===== src/rtl/duty_cycle_pkg.sv =====
// Shared state encoding and sizing helpers for the duty-cycle channel FSMs.
package duty_cycle_pkg;

  typedef enum logic [1:0] {
    SLEEPING = 2'b00,
    WORKING  = 2'b01,
    RESTING  = 2'b10
  } state_e;

  localparam logic [1:0] ST_SLEEPING = 2'b00;
  localparam logic [1:0] ST_WORKING  = 2'b01;
  localparam logic [1:0] ST_RESTING  = 2'b10;

  // Width needed to hold a count of 0..n.
  function automatic int cnt_width(input int n);
    return (n < 1) ? 1 : $clog2(n + 1);
  endfunction

endpackage


===== src/rtl/rr_arbiter.sv =====
// Round-robin single-grant arbiter; search starts at ptr, ptr moves past the winner.
module rr_arbiter #(
  parameter int N = 4
) (
  input  logic         clk,
  input  logic         rst_n,
  input  logic [N-1:0] req_i,
  input  logic         en_i,
  output logic [N-1:0] gnt_o
);

  localparam int PW = (N > 1) ? $clog2(N) : 1;

  logic [PW-1:0] ptr_q, ptr_d;
  int            idx;

  // Walk offsets high-to-low so the lowest offset from ptr wins last.
  always_comb begin
    gnt_o = '0;
    ptr_d = ptr_q;
    idx   = 0;
    if (en_i) begin
      for (int off = N - 1; off >= 0; off--) begin
        idx = int'(ptr_q) + off;
        if (idx >= N) idx = idx - N;
        if (req_i[idx]) begin
          gnt_o      = '0;
          gnt_o[idx] = 1'b1;
          ptr_d      = (idx == N - 1) ? '0 : PW'(idx + 1);
        end
      end
    end
  end

  always_ff @(posedge clk or negedge rst_n) begin
    if (!rst_n) ptr_q <= '0;
    else        ptr_q <= ptr_d;
  end

endmodule


===== src/rtl/duty_cycle_fsm.sv =====
// N_CH sleeping/working/resting channels with work-time limit, rest period and
// a round-robin-enforced cap on concurrently working channels.
module duty_cycle_fsm
  import duty_cycle_pkg::*;
#(
  parameter int N_CH       = 4,
  parameter int CNT_W      = 8,
  parameter int WORK_MAX   = 100,
  parameter int MAX_ACTIVE = 2
) (
  input  logic                           clk,
  input  logic                           rst_n,
  input  logic [N_CH-1:0]                start_i,
  input  logic [N_CH-1:0]                done_i,
  input  logic [N_CH-1:0]                abort_i,
  input  logic [CNT_W-1:0]               rest_len_i,
  output logic [2*N_CH-1:0]              state_o,
  output logic [N_CH-1:0]                grant_o,
  output logic [N_CH-1:0]                timeout_o,
  output logic [cnt_width(N_CH)-1:0]     active_cnt_o,
  output logic                           busy_o
);

  localparam int                CW        = cnt_width(N_CH);
  localparam logic [CNT_W-1:0]  WORK_LAST = CNT_W'(WORK_MAX - 1);

  logic [N_CH-1:0] req, gnt;
  logic [N_CH-1:0] work_d, awake;
  logic [N_CH-1:0] grant_q, timeout_q, timeout_d;
  logic [CW-1:0]   act_q, act_d;
  logic            arb_en;

  // active count is registered, so a freed slot is only visible a cycle later
  assign arb_en = (act_q < CW'(MAX_ACTIVE));

  rr_arbiter #(.N(N_CH)) u_arb (
    .clk   (clk),
    .rst_n (rst_n),
    .req_i (req),
    .en_i  (arb_en),
    .gnt_o (gnt)
  );

  for (genvar i = 0; i < N_CH; i++) begin : g_ch
    state_e           st_q, st_d;
    logic [CNT_W-1:0] wcnt_q, wcnt_d;
    logic [CNT_W-1:0] rcnt_q, rcnt_d;

    assign req[i] = start_i[i] && (st_q == SLEEPING);

    always_comb begin
      st_d         = st_q;
      wcnt_d       = wcnt_q;
      rcnt_d       = rcnt_q;
      timeout_d[i] = 1'b0;
      case (st_q)
        SLEEPING: begin
          if (gnt[i]) begin
            st_d   = WORKING;
            wcnt_d = '0;
          end
        end
        WORKING: begin
          // abort > done > timeout; timeout pulses only when it alone ends work
          if (abort_i[i]) begin
            st_d = SLEEPING;
          end else if (done_i[i]) begin
            st_d   = RESTING;
            rcnt_d = rest_len_i;
          end else if (wcnt_q == WORK_LAST) begin
            st_d         = RESTING;
            rcnt_d       = rest_len_i;
            timeout_d[i] = 1'b1;
          end else begin
            wcnt_d = wcnt_q + CNT_W'(1);
          end
        end
        RESTING: begin
          if (rcnt_q == '0) st_d = SLEEPING;
          else              rcnt_d = rcnt_q - CNT_W'(1);
        end
        default: st_d = SLEEPING;
      endcase
    end

    always_ff @(posedge clk or negedge rst_n) begin
      if (!rst_n) begin
        st_q   <= SLEEPING;
        wcnt_q <= '0;
        rcnt_q <= '0;
      end else begin
        st_q   <= st_d;
        wcnt_q <= wcnt_d;
        rcnt_q <= rcnt_d;
      end
    end

    assign work_d[i]          = (st_d == WORKING);
    assign awake[i]           = (st_q != SLEEPING);
    assign state_o[2*i +: 2]  = st_q;
  end

  always_comb begin
    act_d = '0;
    for (int i = 0; i < N_CH; i++) act_d = act_d + CW'(work_d[i]);
  end

  always_ff @(posedge clk or negedge rst_n) begin
    if (!rst_n) begin
      grant_q   <= '0;
      timeout_q <= '0;
      act_q     <= '0;
    end else begin
      grant_q   <= gnt;
      timeout_q <= timeout_d;
      act_q     <= act_d;
    end
  end

  assign grant_o      = grant_q;
  assign timeout_o    = timeout_q;
  assign active_cnt_o = act_q;
  assign busy_o       = |awake;

endmodule

===== config.mk =====
export PLATFORM = sky130hd
export DESIGN_NAME = duty_cycle_fsm
export DESIGN_NICKNAME = d
export VERILOG_FILES = /design/src/rtl/duty_cycle_pkg.sv /design/src/rtl/rr_arbiter.sv /design/src/rtl/duty_cycle_fsm.sv
export SDC_FILE = /design/constraint.sdc
export NUM_CORES = 1
export LEC_CHECK = 0
export CORE_MARGIN = 3
export CORE_UTILIZATION = 40
export CTS_CLUSTER_DIAMETER = 30
export DETAILED_ROUTE_END_ITERATION = 16
export GPL_TIMING_DRIVEN = 0
export PLACE_DENSITY = 0.69
export REMOVE_ABC_BUFFERS = 1
export SLEW_MARGIN = 20
export SYNTH_ARGS = -nofsm -noshare
export SYNTH_HDL_FRONTEND = slang
export SYNTH_SLANG_ARGS = --single-unit
export TNS_END_PERCENT = 100

===== constraint.sdc =====
create_clock -name clk -period 3.6 [get_ports clk]
set_clock_uncertainty 0.1 [all_clocks]
set_input_delay 0.36 -clock clk [delete_from_list [all_inputs] [get_ports clk]]
set_output_delay 0.36 -clock clk [all_outputs]
set_load 0.05 [all_outputs]

==> results of run 1 <==
[layout make-up]
cell class	instances	area, um2	area share [%]
timing repair buffer	52	513	8.08
clock inverter	5	56.3	0.887
multi-input combinational	461	3080	48.6
clock buffer	11	253	3.98
tap	172	215	3.39
inverter	23	91.3	1.44
sequential	85	2140	33.6
[worst max-delay path by stage]
stage | start | to | slack (ns) | depth (start not counted)
6_report | g_ch[0].st_q[1] | active_cnt_o[1] | 0.1 | 9
5_1_grt | u_arb.ptr_q[0] | active_cnt_o[1] | -0.004 | 11
4_1_cts | u_arb.ptr_q[0] | active_cnt_o[1] | 0.008 | 11
3_5_place_dp | start_i[1] | active_cnt_o[1] | -1.03 | 11
3_3_place_gp | rst_n | g_ch[0].rcnt_q[2] | -1.09 | 1
2_1_floorplan | g_ch[2].st_q[1] | active_cnt_o[1] | -0.26 | 10
[cells in the mapped netlist, types with 11 or more instances]
library cell	count
nand3_1	23
nand2b_1	13
inv_1	22
nor3_1	24
xnor2_1	11
nand2_1	46
clkbuf_1	12
o21ai_0	43
dfrtp_1	85
a21oi_1	59
nor2_1	45
ha_1	19
[through the flow]
stage | total power [W] | utilization [%] | hold WS [ns] | area [um2] | setup slack, ns
floorplan | 0.00379 | - | -0.0356 | 5240 | -0.261
global placement | 0.00456 | 45.5 | 0.385 | 5860 | -1.09
detailed placement | 0.00466 | 45.7 | 0.279 | 5890 | -1.03
CTS | 0.00572 | 48.5 | 0.417 | 6240 | 0.00804
global route | 0.00631 | 49.3 | 0.431 | 6350 | -0.00361
finish | 0.00585 | 49.3 | 0.417 | 6350 | 0.0975
[power by group]
group | switching, W | leakage [nW] | internal, W
logic | 0.00198 | 1.36 | 0.00121
clock network | 0.000399 | 0.152 | 0.000576
registers | 0.000413 | 1.09 | 0.00128
total | 0.00279 | 2.60 | 0.00306
[cells by family (layout without fill, tap and decap cells)]
family	count (synthesis)	count (layout)	share of synthesized area, %
adders and majority gates	20	20	4.80
muxes	9	9	2.89
DFF	85	85	39.6
buffers and inverters	49	91	4.08
and+or+nand+nor	226	226	22.6
xor gates and xnor gates	15	15	2.45
AOI/OAI and AO/OA	191	191	23.5
[state kept, by name, summed over array words and instances (netlist names)]
| name | count |
|---|---|
| g_ch.rcnt_q | 32 |
| g_ch.wcnt_q | 32 |
| g_ch.st_q | 8 |
| grant_o | 4 |
| timeout_o | 4 |
| active_cnt_o | 3 |
| u_arb.ptr_q | 2 |
[repair_timing]
| action | CTS | global route |
|---|---|---|
| buffers inserted | 1 | 8 |
| endpoints found under the setup margin | 3 | 3 |
| hold buffers | 1 | 0 |
| gates resized for setup | 8 | 12 |
| pin swaps | 1 | 0 |
| endpoints found under the hold margin | 38 | 0 |
[layer usage]
metal	part of all wire [%]	vias up
li1	-	2290
met1	46	2361
met2	47	115
met3	4.3	27
met4	2.5	0
met5	0	-
[tightest hold or removal path, stage by stage, from the launching register on]
cell     delay [ns]
dfrtp_1        0.35
o21ai_0        0.07
o21ai_0        0.06
==> qor.yml, run 1 <==
timing.final.hold_violations: 0
synth_ff_type: "dfrtp_1"
slowest_delay_ns: 0.62
avgSynthCellArea_um2: 9.02
first_global_vias: 4479
synth_cell_types: 75
worstPathCellList: "or3b_4 -> mux4_2 -> o41ai_4 -> a21oi_4 -> a21o_1 -> fa_1 -> inv_1 -> ha_1 -> ha_1"
netlist_instances: 595
synthDominantCellAreaShare_pct: 39.6
cts_tree: "yes"
clkTransAtPathRegs_ns: 0.06
core-area_mm2: 0.0129
dieWidth_um: 122
cts_buffers: 9
antenna_found_initial: 0
cp_max_fo: 10
period_needed_ns: 3.50
worstReg2RegStart: "g_ch[0].st_q[1]"
grt_remaining_overflow: 0
finalCritPeriodShare_pct: 97.3
diodes: 0
worstMarginPinSlew_ns: 1.07
ios: 42
root_buffer: "clkbuf_16"
ys_ff_latch: 85
via_per_inst: 5.92
pwr_density_cell_mw_per_mm2: 921
grt_max_degree: 48
maxSlewViolCount: 0
area_delta_synth_final_pct: 18.2
synth_edf_count: 0
slowest_stage: "mux4_2"
die-area_mm2: 0.0148
worstPathRequired_ns: 3.73
place.gp.congestion: 0.888
crit_path_start_kind: "flip-flop"
clock-sinks: 85
crit_top_cell: "ha_1"
r2r_end: "active_cnt_o[1]"
fmax_mhz: 286
crit_family: "adder cells"
synth_top_area_cell: "dfrtp_1"
r2r_setup_slack_ns: 0.1
final_nets: 674
final_cells: 809
met2_usage_pct: 29.4
status: "finished, final reports clean"
path_buf_inv: 1
busiest_layer: "met2"
setup_viol: 0
io_buffer_count: 41
hold_path.class: "reg2reg"
drc_errors: 0
num_vias: 4793
arrival_ns: 3.63
crit_path_end_kind: "flip-flop"
met1_usage_pct: 26.0
netlist_top_cells_area: "dfrtp_1 (40%), a21oi_1 (5.5%), ha_1 (4.4%), o21ai_0 (4.0%), nand2_1 (3.2%)"
die-height_um: 122
nFillCells: 1184
synth-async-reset-ratio_pct: 100
syn_area_mm2: 0.00537
core.rowCount: 41
slew-limit-headroom_pct: 27.8
critical_path_class: "reg2reg"
holdCritStartpoint: "g_ch[0].rcnt_q[7]"
wl_per_cell_um: 16.8
ir_worst_vdd_mv: 0.446
yosysSeqAreaShare_pct: 39.6
max_cap_viol_count: 0
start_util_pct: 41.7
track_usage_pct: 18.8
hpwl_um: 9370
detail-route-antenna-nets: 0
totalWireLength_um: 13600
layout-drive-gt1-share_pct: 10.5
ys_warn_count: 0
firstDrtPassIters: 5
placed_cells: 783
h-tree-depth: 3
final_common_cell: "dfrtp_1"
layout_common_cells: "dfrtp_1 (78), a21oi_1 (59), nand2_1 (46)"
grt_pass1_wl_um: 22500
clk_latency_ns: 0.35
tns_ns: 0
drtIter0Drc: 454
p_leak_nw: 2.60
cts_buffer_depth: 2
use_met3_pct: 2.79
min_to: "g_ch[0].rcnt_q[7]"
reg2reg_depth: 9
hold_depth: 2
(Power assumes the default switching activity.)
==> run 2, diff against run 1 <==
--- a/config.mk
+++ b/config.mk
@@ -9,7 +9,6 @@
 export CORE_UTILIZATION = 40
 export CTS_CLUSTER_DIAMETER = 30
 export DETAILED_ROUTE_END_ITERATION = 16
-export GPL_TIMING_DRIVEN = 0
 export PLACE_DENSITY = 0.69
 export REMOVE_ABC_BUFFERS = 1
 export SLEW_MARGIN = 20
==> run 2 against run 1 <==
  * Core utilization up 0.45 points
  * Flip-flop and latch count unchanged
  * Count of clock-buffer cells in the layout up 1
  * Final cell count up 2.7%
  * Largest cell class unchanged
==> qor.yml, run 2 (synthesis gave the netlist of run 1 again) <==
p_int_w: 0.00316
finalCritPeriodShare_pct: 95.1
hpwl_um: 10100
worstReg2RegStart: "u_arb.ptr_q[0]"
area_delta_synth_final_pct: 19.3
drc_errors: 0
setup_viol: 0
grt_max_degree: 41
pwr-share-seq_pct: 26.5
reg2reg_depth: 11
layout-drive-gt1-share_pct: 11.2
wl_met3_um: 834
p_total_w: 0.00594
worstPathRequired_ns: 3.73
period_needed_ns: 3.43
arrival_ns: 3.55
worstMarginPinSlew_ns: 0.785
final_nets: 696
p_comb_share_pct: 57.9
final_cells: 831
ir_worst_vdd_mv: 0.387
final_cell_area_mm2: 0.00640
first_global_vias: 4599
num_vias: 4960
status: "finished, final reports clean"
die-height_um: 122
rsz0062_at_grt: "no"
placed_cells: 814
clk_latency_ns: 0.34
core-area_mm2: 0.0129
grt_remaining_overflow: 0
r2r_end: "active_cnt_o[1]"
track_usage_pct: 19.3
cts_buffers: 9
r2r_setup_slack_ns: 0.17
cts_tree: "yes"
maxSlewViolCount: 0
wl_per_cell_um: 16.8
pwr_density_cell_mw_per_mm2: 927
drtIter0Drc: 467
h-tree-depth: 3
io_buffer_count: 41
slew-limit-headroom_pct: 47.6
drt-met1-wl_um: 6370
postCtsSetupRepairBufs: 0
crit_path_start_kind: "flip-flop"
place.gp.congestion: 0.974
start_util_pct: 41.7
post-place-ws_ns: 0.0205
p_leak_nw: 2.69
antenna_found_initial: 0
fmax_mhz: 292
clock-sinks: 85
critical_path_class: "reg2reg"
postLayoutSetupSlackWorst_ns: 0.175
root_buffer: "clkbuf_16"
hold_path.class: "in2async"
detail-route-antenna-nets: 0
ios: 42
totalWireLength_um: 14000
crit_path_end_kind: "flip-flop"
dieWidth_um: 122
final_common_cell: "dfrtp_1"
cp_max_fo: 11
swShare_pct: 46.8
placed_area_mm2: 0.00610
firstDrtPassIters: 5
die-area_mm2: 0.0148
grt_pass1_wl_um: 22800
core.rowCount: 41
p_sw_w: 0.00278
timing.final.hold_violations: 0
clkTransAtPathRegs_ns: 0.06
cts_buffer_depth: 2
largestRegisters: "g_ch.rcnt_q: 32 flops, g_ch.wcnt_q: 32 flops, g_ch.st_q: 8 flops"
layout_common_cells: "dfrtp_1 (84), a21oi_1 (59), nand2_1 (46)"
clockPowerShare_pct: 15.6
highest_layer: "met4"
diodes: 0
via_per_inst: 5.97
tns_ns: 0
wl_met2_um: 6430
max_cap_viol_count: 0
## run 2: cell types whose count changed in the layout (fill, tap and decap cells not counted), moves of 2 or more
cell      delta
buf_4       +23
clkbuf_1     +2
dfrtp_1      +6
dfrtp_2      -6
nor3b_1      +2
nor3b_2      +2
nor3b_4      -4
## run 2: layout make-up
type,count,area (um2)
clock buffer,12,246
clock inverter,4,47.5
fill,1187,6470
inverter,23,86.3
multi-input combinational,461,3020
sequential,85,2130
tap,172,215
timing repair buffer,74,658
## run 2: what timing repair did
item	CTS	global route
hold buffers	1	0
gates resized for setup	0	1
hold endpoints to repair	21	0
setup endpoints to repair	0	1
## run 2: power groups by stage
stage	combinational, W	clock, W	sequential, W
2_1_floorplan	0.00199	0	0.00180
3_3_place_gp	0.00333	0	0.00157
3_5_place_dp	0.00340	0	0.00158
4_1_cts	0.00342	0.000947	0.00156
5_1_grt	0.00379	0.00100	0.00161
6_report	0.00344	0.000928	0.00157
## run 2: critical path: stages (launching register included)
cell and delay (ns):
dfrtp_2 0.48, inv_2 0.16, buf_4 0.19, mux4_2 0.60, a211oi_1 0.28, o21bai_1 0.09, a31oi_1 0.22, a21oi_1 0.14
fa_1 0.55, inv_1 0.04, ha_1 0.19, ha_1 0.26
## run 2: worst max-delay path by stage
| stage | start | to | slack (ns) |
|---|---|---|---|
| 4_1_cts | u_arb.ptr_q[0] | active_cnt_o[1] | 0.14 |
| 3_5_place_dp | start_i[0] | active_cnt_o[1] | 0.02 |
| 2_1_floorplan | g_ch[2].st_q[1] | active_cnt_o[1] | -0.26 |
| 5_1_grt | u_arb.ptr_q[0] | active_cnt_o[1] | 0.02 |
| 6_report | u_arb.ptr_q[0] | active_cnt_o[1] | 0.17 |
| 3_3_place_gp | start_i[3] | active_cnt_o[1] | 0.05 |
## run 2: metal layers
| layer | vias up | track usage (%) |
|---|---|---|
| met5 | - | 0 |
| met4 | 0 | 7.00 |
| met3 | 29 | 4.22 |
| met2 | 178 | 30.5 |
| met1 | 2407 | 26.0 |
| li1 | 2346 | - |
## run 2: through the flow
| step | util (%) | hold slack [ns] |
|---|---|---|
| final | 49.7 | 0.378 |
| after CTS | 49.7 | 0.383 |
| after global routing | 49.7 | 0.408 |
| after detailed placement | 47.4 | 0.187 |
| after global placement | 47.4 | 0.186 |
| after floorplan | - | -0.0356 |
==> run 3, diff against run 2 <==
--- a/config.mk
+++ b/config.mk
@@ -9,6 +9,7 @@
 export CORE_UTILIZATION = 40
 export CTS_CLUSTER_DIAMETER = 30
 export DETAILED_ROUTE_END_ITERATION = 16
+export HOLD_SLACK_MARGIN = 0.05
 export PLACE_DENSITY = 0.69
 export REMOVE_ABC_BUFFERS = 1
 export SLEW_MARGIN = 20
==> constraint.sdc (replaced) <==
create_clock -name clk -period 3.6 [get_ports clk]
set_clock_uncertainty 0.1 [all_clocks]
set_input_delay 0.36 -clock clk [delete_from_list [all_inputs] [get_ports clk]]
set_output_delay 0.36 -clock clk [all_outputs]
set_load 0.01 [all_outputs]
==> results of run 3 <==
Same layout as run 2 (identical final DEF). Status: finished, final reports clean.
Among the figures that moved: total power 0.00594 W -> 0.00572 W
